$ cat src/rtl/hazard_fwd_unit.sv
// Hazard and forwarding controller: tracks in-flight destination tags, drives the one-hot
// EX operand selects, detects load-use hazards and counts stall cycles.
module hazard_fwd_unit #(
    parameter int unsigned REG_W = 3,
    parameter int unsigned CNT_W = 16
) (
    input  logic             clk_i,
    input  logic             rst_ni,
    input  logic             id_valid_i,
    input  logic [REG_W-1:0] id_rn_i,
    input  logic [REG_W-1:0] id_rm_i,
    input  logic             id_use_rn_i,
    input  logic             id_use_rm_i,
    input  logic             id_wr_i,
    input  logic [REG_W-1:0] id_rd_i,
    input  logic             id_is_load_i,
    input  logic             flush_i,
    output logic [2:0]       fwd_a_o,
    output logic [2:0]       fwd_b_o,
    output logic             stall_o,
    output logic             bubble_o,
    output logic [CNT_W-1:0] stall_count_o
);

    localparam logic [2:0] FwdWb  = 3'b100;
    localparam logic [2:0] FwdReg = 3'b010;
    localparam logic [2:0] FwdMem = 3'b001;

    // The WB slot is never a forwarding source (the register file covers it), so only the
    // EX and MEM tags are kept.
    logic             ex_valid_q, ex_valid_d;
    logic             ex_wr_q, ex_wr_d;
    logic [REG_W-1:0] ex_rd_q, ex_rd_d;
    logic             ex_load_q, ex_load_d;
    logic             mem_valid_q;
    logic             mem_wr_q;
    logic [REG_W-1:0] mem_rd_q;

    logic [2:0]       fwd_a_q, fwd_a_d;
    logic [2:0]       fwd_b_q, fwd_b_d;
    logic [CNT_W-1:0] stall_count_q, stall_count_d;

    logic ex_match_rn, ex_match_rm;
    logic mem_match_rn, mem_match_rm;
    logic hazard, stall;

    always_comb begin
        ex_match_rn  = ex_valid_q & ex_wr_q & (ex_rd_q == id_rn_i) & id_use_rn_i;
        ex_match_rm  = ex_valid_q & ex_wr_q & (ex_rd_q == id_rm_i) & id_use_rm_i;
        mem_match_rn = mem_valid_q & mem_wr_q & (mem_rd_q == id_rn_i) & id_use_rn_i;
        mem_match_rm = mem_valid_q & mem_wr_q & (mem_rd_q == id_rm_i) & id_use_rm_i;
        hazard       = id_valid_i & ex_load_q & (ex_match_rn | ex_match_rm);
        stall        = hazard & ~flush_i;
    end

    always_comb begin
        ex_valid_d = id_valid_i & ~stall & ~flush_i;
        ex_wr_d    = id_wr_i;
        ex_rd_d    = id_rd_i;
        ex_load_d  = id_is_load_i;

        // Youngest producer wins: an EX match overrides a MEM match.
        fwd_a_d = FwdReg;
        fwd_b_d = FwdReg;
        if (ex_valid_d) begin
            if (ex_match_rn && !ex_load_q) begin
                fwd_a_d = FwdMem;
            end else if (mem_match_rn) begin
                fwd_a_d = FwdWb;
            end
            if (ex_match_rm && !ex_load_q) begin
                fwd_b_d = FwdMem;
            end else if (mem_match_rm) begin
                fwd_b_d = FwdWb;
            end
        end

        stall_count_d = stall_count_q;
        if (stall && !(&stall_count_q)) begin
            stall_count_d = stall_count_q + CNT_W'(1);
        end
    end

    always_ff @(posedge clk_i or negedge rst_ni) begin
        if (!rst_ni) begin
            ex_valid_q    <= 1'b0;
            ex_wr_q       <= 1'b0;
            ex_rd_q       <= '0;
            ex_load_q     <= 1'b0;
            mem_valid_q   <= 1'b0;
            mem_wr_q      <= 1'b0;
            mem_rd_q      <= '0;
            fwd_a_q       <= FwdReg;
            fwd_b_q       <= FwdReg;
            stall_count_q <= '0;
        end else begin
            mem_valid_q   <= ex_valid_q;
            mem_wr_q      <= ex_wr_q;
            mem_rd_q      <= ex_rd_q;
            ex_valid_q    <= ex_valid_d;
            ex_wr_q       <= ex_wr_d;
            ex_rd_q       <= ex_rd_d;
            ex_load_q     <= ex_load_d;
            fwd_a_q       <= fwd_a_d;
            fwd_b_q       <= fwd_b_d;
            stall_count_q <= stall_count_d;
        end
    end

    assign fwd_a_o       = fwd_a_q;
    assign fwd_b_o       = fwd_b_q;
    assign stall_o       = stall;
    assign bubble_o      = stall;
    assign stall_count_o = stall_count_q;

endmodule

$ cat config.mk
export PLATFORM = sky130hd
export DESIGN_NAME = hazard_fwd_unit
export DESIGN_NICKNAME = d
export VERILOG_FILES = /design/src/rtl/hazard_fwd_unit.sv
export SDC_FILE = /design/constraint.sdc
export NUM_CORES = 1
export LEC_CHECK = 0
export CAP_MARGIN = 0
export CORE_MARGIN = 3
export CORE_UTILIZATION = 35
export DETAILED_ROUTE_END_ITERATION = 16
export PLACE_DENSITY = 0.6
export SYNTH_ARGS = -nofsm -noshare
export SYNTH_HDL_FRONTEND = slang
export SYNTH_SLANG_ARGS = --single-unit
$ cat constraint.sdc
create_clock -name clk_i -period 4.65 [get_ports clk_i]
set_clock_uncertainty 0.2 [all_clocks]
set_input_delay 0.93 -clock clk_i [delete_from_list [all_inputs] [get_ports clk_i]]
set_output_delay 0.93 -clock clk_i [all_outputs]
set_load 0.03 [all_outputs]
======== Word-level counts from Yosys, hierarchy flattened ========
Index checks and enable logic that the tools add are counted.
cells by class
  $mul .................................... 0
  shifts and indexed selects .............. 0
  $lt $le $gt $ge ......................... 0
  mux-type cells .......................... 6
  reductions and logical operators ........ 6
  equal/unequal tests ..................... 4
  bitwise logic cells ..................... 18
  div/mod/pow operators ................... 0
  add/sub/neg operators ................... 1
operators with widths
  cell                   count
  $mux 3                 6
  $add 16x1->16 const B  1
  $reduce_and 16->1      1
  $and 1x1->1            15
  $eq 3x3->1             4
  $logic_and 1x1->1      3
  $logic_not 1->1        2
  $not 1->1              2
  $or 1x1->1             1
storage, ports and cells
  flip-flop bits (word level) ............. 33
  bits in writable memories ............... 0
  memory bits (read-only) ................. 0
  bits in latches ......................... 0
  memories kept ........................... 0
  logic and storage cells ................. 45

======== Longest topological paths before layout ========
Gate-level depths: netlist of the first run.
  depth after elaboration ................. 10
  gate-level depth with buffers ........... 7
  depth with buffers taken out ............ 6

======== Least setup slack after synthesis of the first run ========
No wires, ideal clock.
  path kind ............................... input-to-output
  start ................................... input id_rn_i[2]
  end ..................................... output stall_o
  buffers on the path ..................... 1
  required time ........................... 3.520 ns
  path slack .............................. 0.810 ns
  cell stages on the path ................. 5
  data arrival time ....................... 2.710 ns
  cells stage by stage .................... xor2_1 > or4_1 > a21oi_1 > nor2b_1 > buf_4
between the ends
  word-level cells in the longest chain between the ends .. 6
RTL lines
  what                      RTL line  text
  start: declaration        10        input logic [REG_W-1:0] id_rn_i,
  $eq 3x3->1                48        ex_match_rn = ex_valid_q & ex_wr_q & (ex_rd_q == id_rn_i) & id_use_rn_i;
  $and 1x1->1 (2 in a row)  48
  $or 1x1->1                52        hazard = id_valid_i & ex_load_q & (ex_match_rn | ex_match_rm);
  $and 1x1->1               52
  $and 1x1->1               53        stall = hazard & ~flush_i;
  end: declaration          20        output logic stall_o,
Every way passes these cells.

======== Worst setup path in the final report of the first run ========
  start ................................... input id_rn_i[2]
  end ..................................... output bubble_o
between the ends
  word-level cells in the longest chain between the ends .. 6
RTL lines
  what                      RTL line  text
  $eq 3x3->1                48
  $and 1x1->1 (2 in a row)  48
  $or 1x1->1                52
  $and 1x1->1               52
  $and 1x1->1               53
  end: declaration          21        output logic bubble_o,
Every way passes these cells.

==> impl_metrics.ini, run 1 <==
[yosys]
synth_cell_types = 27
synth_area_sq_um = 1464
yosysWarnings = 0
syn-instance-count = 125
syn-num-nets = 143
synthArstFlopShare = 1.000
seq_area_frac_synth = 0.5658
syn_area_per_cell_sq_um = 11.71
synth_edf_count = 0
synth_top_area_cell = dfrtp_1
synth-seq-cells = 33
ys_top_cells_by_area = dfrtp_1 (53%), xor2_1 (9.6%), xnor2_1 (6.0%)
synth_ff_type = dfrtp_1
yosysTopAreaCellShare = 0.5299

[clock_network]
cts.sinks = 33
path_clk_slew_ns = 0.06
cts-root-buf = clkbuf_8
cts_buffers = 5
cts-htree-levels = 2
clk_path_buf_depth = 2
post_cts_buffers = 0
clk_latency_ns = 0.28
postCtsHoldBufs = 0
cts.repair.resized = 0
cts_tree = yes

[sta]
hold_slack_ns = 0.2176
rsz0062_at_grt = no
hold_viol = 0
slew_headroom = 0.5886
worst_pin_slew_ns = 0.6171
period_share = 0.9380
tns_ns = 0
layout_min_cycle_time_ns = 4.362
clock.fmax_mhz = 229.3
drv_slew = 0
layout_setup_ws_ns = 0.2882
setup_violations = 0

[cells_and_area]
nets = 188
syn2layout_area_growth_pct = 36.15
diodes = 0
fillerInstances = 341
utilization = 0.5172
drive_above_1_share = 0.1111

[detailed_routing]
drt_iter0_markers = 45
routed_wl_um = 3097
wl_per_cell_um = 14.14
vias = 1071
drt_pass1_iterations = 4
drc = 0
postRouteAntennaNets = 0
viasPerCell = 4.890

[global_route]
gr-usage-all-layers = 0.1377
grt-ovfl-total = 0
grt_pass1_vias = 1098
grt_pass1_wl_um = 5264
grt_max_degree = 34
antenna_found_initial = 0

[pwr]
p_per_area_nw_per_um2 = 273.2
swShare = 0.2246
p_leak_nw = 0.8420
power_frac_seq = 0.551
combPwrFrac = 0.075
net-switching-power_w = 0.0001223
ir_drop_uv = 199.5
power.internal_w = 0.0004221
power.share.clock = 0.374

[placed_design]
hpwl_um = 2252
pre_cts_ws_ns = 0.2838
io_buffers = 40
gp_congestion = 0.7695

[setup_path]
timing.rr.end = stall_count_o[11]
critPathCapture = bubble_o
cp_slowest_cell = clkdlybuf4s50_1
endpoint_kind = output pin
crit_chain = clkdlybuf4s50_1 > xor2_1 > or4_1 > a21oi_1 > nor2b_1 > clkdlybuf4s50_1
reg2regPathDepth = 5
required_ns = 3.52
cp_slowest_stage_delay_ns = 0.69
r2r_start = ex_rd_q[2]
cp-startpoint = id_rn_i[2]
crit_top_cell = clkdlybuf4s50_1
r2r_slack_ns = 1.92
path_class = in -> out
worstSetupStartpointType = input pin
crit_arrival_ns = 3.23
path_max_fanout = 4

[die]
die_y_um = 70.67
ios = 41
rows = 22
dieWidth_um = 70.67
start_util = 0.3799
coreArea_sq_um = 3854
dieArea_sq_um = 4994

[hold_path]
hold_class = reg -> reg

[job]
cap_violations = 0

[outcome]
outcome = finished, final reports clean
[power groups by stage]
stage / clock network (W) / logic [W] / registers [W]
after floorplan: 0 / 0.0000124 / 0.000307
after global placement: 0 / 0.0000409 / 0.000305
after detailed placement: 0 / 0.0000416 / 0.000305
after CTS: 0.000211 / 0.0000418 / 0.000300
after global routing: 0.000222 / 0.0000448 / 0.000301
final: 0.000203 / 0.0000408 / 0.000300
[cell type report]
class / instances / area, sq um / share of cell area
Clock buffer: 8 / 80.08 / 0.04018
Inverter: 6 / 22.52 / 0.01130
Sequential cell: 33 / 828.3 / 0.4156
Timing Repair Buffer: 42 / 415.4 / 0.2084
Tap cell: 48 / 60.06 / 0.03013
Multi-Input combinational cell: 82 / 586.8 / 0.2944
[critical path, delay by kind of cell]
kind / cells / cell delay, ns
xor+xnor: 1 / 0.16
simple gates: 2 / 0.79
buf+inv: 2 / 1.15
compound gates: 1 / 0.20
[cell families (layout without fill, tap and decap cells)]
group                      after synthesis  after routing  share of synthesized area
and+or+nand+nor                         49             49                     0.2000
DFF                                     33             33                     0.5658
xor gates and xnor gates                26             26                     0.1555
buffers and inverters                   10             56                    0.03334
AOI/OAI and AO/OA                        4              4                    0.02136
muxes                                    2              2                    0.01538
adders and majority gates                1              1                   0.008546
[cells in the final DEF (no fill, tap or decap), types with 2 or more instances in the layout]
| master | count |
|---|---|
| buf_4 | 2 |
| clkbuf_1 | 3 |
| clkbuf_8 | 5 |
| clkdlybuf4s50_1 | 40 |
| dfrtp_1 | 31 |
| dfstp_2 | 2 |
| inv_1 | 6 |
| mux2_2 | 2 |
| nand2_1 | 6 |
| nand3_1 | 8 |
| nand4_1 | 6 |
| nor2_1 | 7 |
| nor3_1 | 3 |
| nor3_2 | 5 |
| nor4_1 | 7 |
| o21a_1 | 2 |
| xnor2_1 | 10 |
| xor2_1 | 16 |
[worst min path at each step]
stage | start | end | depth (start not counted)
6_report | ex_wr_q | mem_wr_q | 0
5_1_grt | ex_wr_q | mem_wr_q | 0
4_1_cts | ex_wr_q | mem_wr_q | 0
3_5_place_dp | ex_wr_q | mem_wr_q | 0
3_3_place_gp | ex_valid_q | mem_valid_q | 0
2_1_floorplan | ex_wr_q | mem_wr_q | 0
[synthesized netlist by cell type (2+ instances only)]
library cell	n
dfrtp_1	31
xor2_1	16
xnor2_1	10
nand3_1	8
nor2_1	7
nor4_1	7
inv_1	6
nand2_1	6
nand4_1	6
nor3_2	5
nor3_1	3
clkbuf_1	2
dfstp_2	2
mux2_2	2
o21a_1	2
[sequential cells by signal (all words and copies together) (netlist names)]
signal         count
ex_load_q          1
ex_rd_q            3
ex_valid_q         1
ex_wr_q            1
fwd_a_o            3
fwd_b_o            3
mem_rd_q           3
mem_valid_q        1
mem_wr_q           1
stall_count_o     16
[routing by layer]
layer  vias up  global-route usage  share of wire
met2        26              0.2089           0.50
met5         -                   0              0
met3         4             0.03977          0.057
met4         0             0.09186          0.010
met1       523              0.1699           0.44
li1        518                   -              -
[per-stage QoR]
step            power, W  std cells  instance area, sq um
3_5_place_dp   0.0003470        211                  1913
6_report       0.0005444        219                  1993
5_1_grt        0.0005682        219                  1993
2_1_floorplan  0.0003189        125                  1464
4_1_cts        0.0005527        219                  1993
3_3_place_gp   0.0003457        211                  1913
Note: power is estimated with default switching activity, not from simulation.
==> run 2: changes to the inputs <==
--- a/config.mk
+++ b/config.mk
@@ -5,7 +5,6 @@
 export SDC_FILE = /design/constraint.sdc
 export NUM_CORES = 1
 export LEC_CHECK = 0
-export CAP_MARGIN = 0
 export CORE_MARGIN = 3
 export CORE_UTILIZATION = 35
 export DETAILED_ROUTE_END_ITERATION = 16
==> constraint.sdc (replaced) <==
create_clock -name clk_i -period 4.65 [get_ports clk_i]
set_clock_uncertainty 0.2 [all_clocks]
set_input_delay 0.6975 -clock clk_i [delete_from_list [all_inputs] [get_ports clk_i]]
set_output_delay 0.6975 -clock clk_i [all_outputs]
set_load 0.03 [all_outputs]
==> run 2 against run 1 <==
Count of clock-buffer cells in the layout decreased by 1. Setup slack gained 0.30 ns. Register-to-register slack better by 0.03 ns. Critical path depth unchanged. Clock power fell by 2%. Largest power group unchanged. First-iteration DRC count increased by 56%. Non-clock buffer count shrank 1. Critical endpoint unchanged. Final cell count is 0.46% lower. Power fell by 1.1%. Sequential cell count is the same. Cell area decreased by 0.31%. Global-route usage shrank 0.88 points.
==> impl_metrics.ini, run 2 (same netlist as run 1, synthesis figures left out) <==
[placed_design]
place_area_sq_um = 1906
hpwl_um = 2162
io_buffers = 40
gp_congestion = 0.7877

[detailed_routing]
routed_wl_um = 2862
drt_pass1_iterations = 4
wl_per_cell_um = 13.13
drt_iter0_markers = 70
drc = 0
vias = 1016
postRouteAntennaNets = 0
viasPerCell = 4.661
dr.max_layer_used = met4
route.layer.met1.wl_um = 1327
wl_met2_um = 1363
met3_length_um = 153

[cells_and_area]
syn2layout_area_growth_pct = 35.73
largest_reg_flops = 16
final_area_sq_um = 1987
diodes = 0
multiInputGateArea_sq_um = 586.8
seq_area_sq_um = 828.3
layout_common_cells = clkdlybuf4s50_1 (40), dfrtp_1 (31), xor2_1 (16)
final_common_cell = clkdlybuf4s50_1
drive_above_1_share = 0.1118
nets = 187
fillerInstances = 338

[outcome]
outcome = finished, final reports clean

[global_route]
grt_pass1_vias = 1069
grt_max_degree = 34
grt_pass1_wl_um = 5023
gr-usage-all-layers = 0.1289
grt-ovfl-total = 0
antenna_found_initial = 0

[clock_network]
cts.repair.resized = 0
cts-root-buf = clkbuf_8
cts.sinks = 33
cts_buffers = 5
postCtsHoldBufs = 0
post_cts_buffers = 0
clk_path_buf_depth = 2
cts-htree-levels = 2
clk_latency_ns = 0.28
cts_tree = yes
path_clk_slew_ns = 0.06

[die]
start_util = 0.3799
dieWidth_um = 70.67
die_y_um = 70.67
ios = 41
rows = 22
dieArea_sq_um = 4994
coreArea_sq_um = 3854

[setup_path]
endpoint_kind = output pin
required_ns = 3.75
r2r_slack_ns = 1.95
path_max_fanout = 5
worstSetupStartpointType = input pin
reg2regPathDepth = 5
crit_arrival_ns = 3.16
timing.rr.end = stall_count_o[14]
r2r_start = ex_rd_q[2]
path_class = in -> out

[job]
cap_violations = 0

[sta]
period_share = 0.8726
worst_pin_slew_ns = 0.5968
clock.fmax_mhz = 246.5
setup_violations = 0
tns_ns = 0
hold_viol = 0
rsz0062_at_grt = no
drv_slew = 0
layout_min_cycle_time_ns = 4.058
slew_headroom = 0.6021

[pwr]
p_leak_nw = 0.8393
p_per_area_nw_per_um2 = 270.9
ir_drop_uv = 192.4

[hold_path]
min_to = mem_valid_q
hold_depth = 0
worstHoldStart = ex_valid_q
hold_class = reg -> reg
run 2: cell types whose count changed in the layout (fill, tap and decap cells not counted):
cell / previous run / this run
buf_4: 2 / 1
clkbuf_1: 3 / 2
clkinv_2: 0 / 1
run 2: final cells by class:
cell class	count	area share
Tap cell	48	0.03023
Clock inverter	1	0.002519
Sequential cell	33	0.4169
Inverter	6	0.01133
Multi-Input combinational cell	82	0.2953
Timing Repair Buffer	41	0.2053
Clock buffer	7	0.03841
run 2: how the worst max path moves through the flow:
stage	from	to	slack, ns	cells past startpoint
after floorplan	id_rn_i[2]	stall_o	1.28	5
after global placement	id_rn_i[2]	stall_o	0.66	6
after detailed placement	id_rn_i[2]	bubble_o	0.56	6
after CTS	id_rn_i[2]	bubble_o	0.56	6
after global routing	id_rn_i[2]	bubble_o	0.42	6
final	id_rn_i[0]	bubble_o	0.59	6
run 2: metrics by stage:
stage	setup WS [ns]	util	total power [W]	instances	hold slack [ns]
after floorplan	1.275	-	0.0003189	125	0.1742
after global placement	0.6599	0.4945	0.0003457	210	0.1879
after detailed placement	0.5625	0.4945	0.0003465	210	0.1851
after CTS	0.5649	0.5156	0.0005501	218	0.2189
after global routing	0.4194	0.5156	0.0005683	218	0.2358
final	0.5924	0.5156	0.0005383	218	0.2180
run 2: where the power goes:
group / internal, W / switching, W / total [W]
combinational: 0.0000224 / 0.0000181 / 0.0000405
clock: 0.000105 / 0.0000932 / 0.000198
sequential: 0.000294 / 0.00000635 / 0.000300
run 2: per-layer routing:
| metal | global-route usage | vias to the layer above |
|---|---|---|
| met5 | 0 | - |
| met4 | 0.03758 | 0 |
| met3 | 0.05114 | 2 |
| met2 | 0.1933 | 25 |
| met1 | 0.1732 | 472 |
| li1 | - | 517 |
run 2: worst max-delay path, stage by stage:
cell,delay (ns)
clkdlybuf4s50_1,0.45
xor2_1,0.16
or4_1,0.58
a21oi_1,0.36
nor2b_1,0.22
clkdlybuf4s50_1,0.69
==> run 3: changes to the inputs <==
--- a/config.mk
+++ b/config.mk
@@ -8,7 +8,9 @@
 export CORE_MARGIN = 3
 export CORE_UTILIZATION = 35
 export DETAILED_ROUTE_END_ITERATION = 16
+export GPL_TIMING_DRIVEN = 0
 export PLACE_DENSITY = 0.6
+export SLEW_MARGIN = 0
 export SYNTH_ARGS = -nofsm -noshare
 export SYNTH_HDL_FRONTEND = slang
 export SYNTH_SLANG_ARGS = --single-unit
==> constraint.sdc (replaced) <==
create_clock -name clk_i -period 3.9 [get_ports clk_i]
set_clock_uncertainty 0.2 [all_clocks]
set_input_delay 0.585 -clock clk_i [delete_from_list [all_inputs] [get_ports clk_i]]
set_output_delay 0.585 -clock clk_i [all_outputs]
set_load 0.03 [all_outputs]
==> run 3 against run 2 <==
Utilization is 0.65 points higher. Wire length up 6.5%. Register-to-register slack got worse by 0.60 ns. Sequential share of layout area decreased by 0.52 points. Final cell count grew 1.4%. Die area stayed put. Non-clock buffer count up 3. Global-route usage grew 0.17 points. Clock power rose by 24%. Sequential cell count did not move. Setup slack worse by 0.46 ns. Critical path depth unchanged.
==> impl_metrics.ini, run 3 (same netlist as run 1, synthesis figures left out) <==
[clock_network]
cts-root-buf = clkbuf_8
path_clk_slew_ns = 0.07
cts-htree-levels = 2
cts_buffers = 5
cts_tree = yes
clk_latency_ns = 0.28
postCtsHoldBufs = 0
clk_path_buf_depth = 2
cts.sinks = 33

[placed_design]
gp_congestion = 0.8367
hpwl_um = 2253
io_buffers = 40
place_area_sq_um = 1919

[global_route]
antenna_found_initial = 0
grt_pass1_vias = 1092
grt_max_degree = 34
gr-usage-all-layers = 0.1307
grt_pass1_wl_um = 5168
grt-ovfl-total = 0

[setup_path]
worstSetupStartpointType = input pin
required_ns = 3.12
endpoint_kind = output pin
path_class = in -> out
path_max_fanout = 5
crit_arrival_ns = 2.99

[pwr]
power_w = 0.0006510
p_leak_nw = 0.8687
ir_drop_uv = 211.7
p_per_area_nw_per_um2 = 323.6

[sta]
tns_ns = 0
layout_min_cycle_time_ns = 3.772
worst_pin_slew_ns = 0.7108
setup_violations = 0
clock.fmax_mhz = 265.1
drv_slew = 0
rsz0062_at_grt = no
hold_viol = 0
slew_headroom = 0.5262
period_share = 0.9672

[outcome]
outcome = finished, final reports clean

[detailed_routing]
drt_iter0_markers = 69
drt_pass1_iterations = 5
postRouteAntennaNets = 0
vias = 1105
wl_per_cell_um = 13.79
viasPerCell = 5.000
drc = 0
routed_wl_um = 3047

[die]
rows = 22
dieWidth_um = 70.67
die_y_um = 70.67
dieArea_sq_um = 4994
start_util = 0.3799
ios = 41
coreArea_sq_um = 3854

[cells_and_area]
syn2layout_area_growth_pct = 37.44
layout_common_cells = clkdlybuf4s50_1 (38), dfrtp_1 (31), xor2_1 (16)
final_common_cell = clkdlybuf4s50_1
diodes = 0
final_area_sq_um = 2012
nets = 190
fillerInstances = 345
largest_reg_flops = 16
drive_above_1_share = 0.1387

[hold_path]
hold_class = in -> async

[job]
cap_violations = 0
-- run 3: worst max-delay path, cell delays in order --
cell	delay [ns]
clkdlybuf4s50_1	0.45
xor2_1	0.15
or4_1	0.61
a21oi_2	0.26
nor2b_1	0.23
clkdlybuf4s50_1	0.70
-- run 3: path summary, 6_finish.rpt --
path                                  from          endpoint  slack, ns  cells after the start
max in group asynchronous           rst_ni  stall_count_o[4]       2.89                      1
min in group clk_i              ex_valid_q       mem_valid_q       0.21                      0
worst max register to register  ex_rd_q[2]  stall_count_o[7]       1.35                      6
worst min-delay path                rst_ni        ex_rd_q[2]       0.15                      1
worst min register to register  ex_valid_q       mem_valid_q       0.21                      0
worst max-delay path            id_rn_i[2]          bubble_o       0.13                      6
-- run 3: through the flow --
step                worst slack (ns)  utilization  hold slack [ns]  std cells
global route                 0.01401       0.5221           0.2157        221
finish                        0.1281       0.5221           0.1506        221
CTS                          0.04638       0.5214           0.1876        221
floorplan                     0.7504            -          0.08941        125
global placement           -0.008652       0.4994           0.1913        213
detailed placement          -0.03714       0.4981           0.1893        213
-- run 3: report_power, final --
group          leakage (nW)  total [W]  internal, W  switching (W)
Combinational         0.410  0.0000477    0.0000258      0.0000220
Clock                0.0439   0.000246     0.000123       0.000123
Sequential            0.415   0.000357     0.000350     0.00000754
Total                 0.869   0.000651     0.000499       0.000152
-- run 3: cell type report --
class                      count  area (sq um)  area share
buffer                         4         26.28     0.01306
tap                           48         60.06     0.02985
inverter                       6         22.52     0.01119
sequential                    33         828.3      0.4117
timing repair buffer          40         397.9      0.1978
multi-input combinational     82         590.6      0.2935
clock buffer                   5         68.82     0.03420
clock inverter                 3         17.52    0.008706
-- run 3: metal layers --
layer | global-route usage | up-vias | wire, um | share of wire
met4 | 0.06263 | 0 | 67 | 0.022
met5 | 0 | - | 0 | 0
met2 | 0.2058 | 46 | 1453 | 0.48
met3 | 0.03835 | 10 | 206 | 0.068
met1 | 0.1649 | 525 | 1319 | 0.43
li1 | - | 524 | - | -
-- run 3: timing repair --
item                       4_1_cts  5_1_grt
gates resized for setup          1        1
setup endpoints to repair        1        1
buffers inserted                 0        0
gates cloned                     0        0
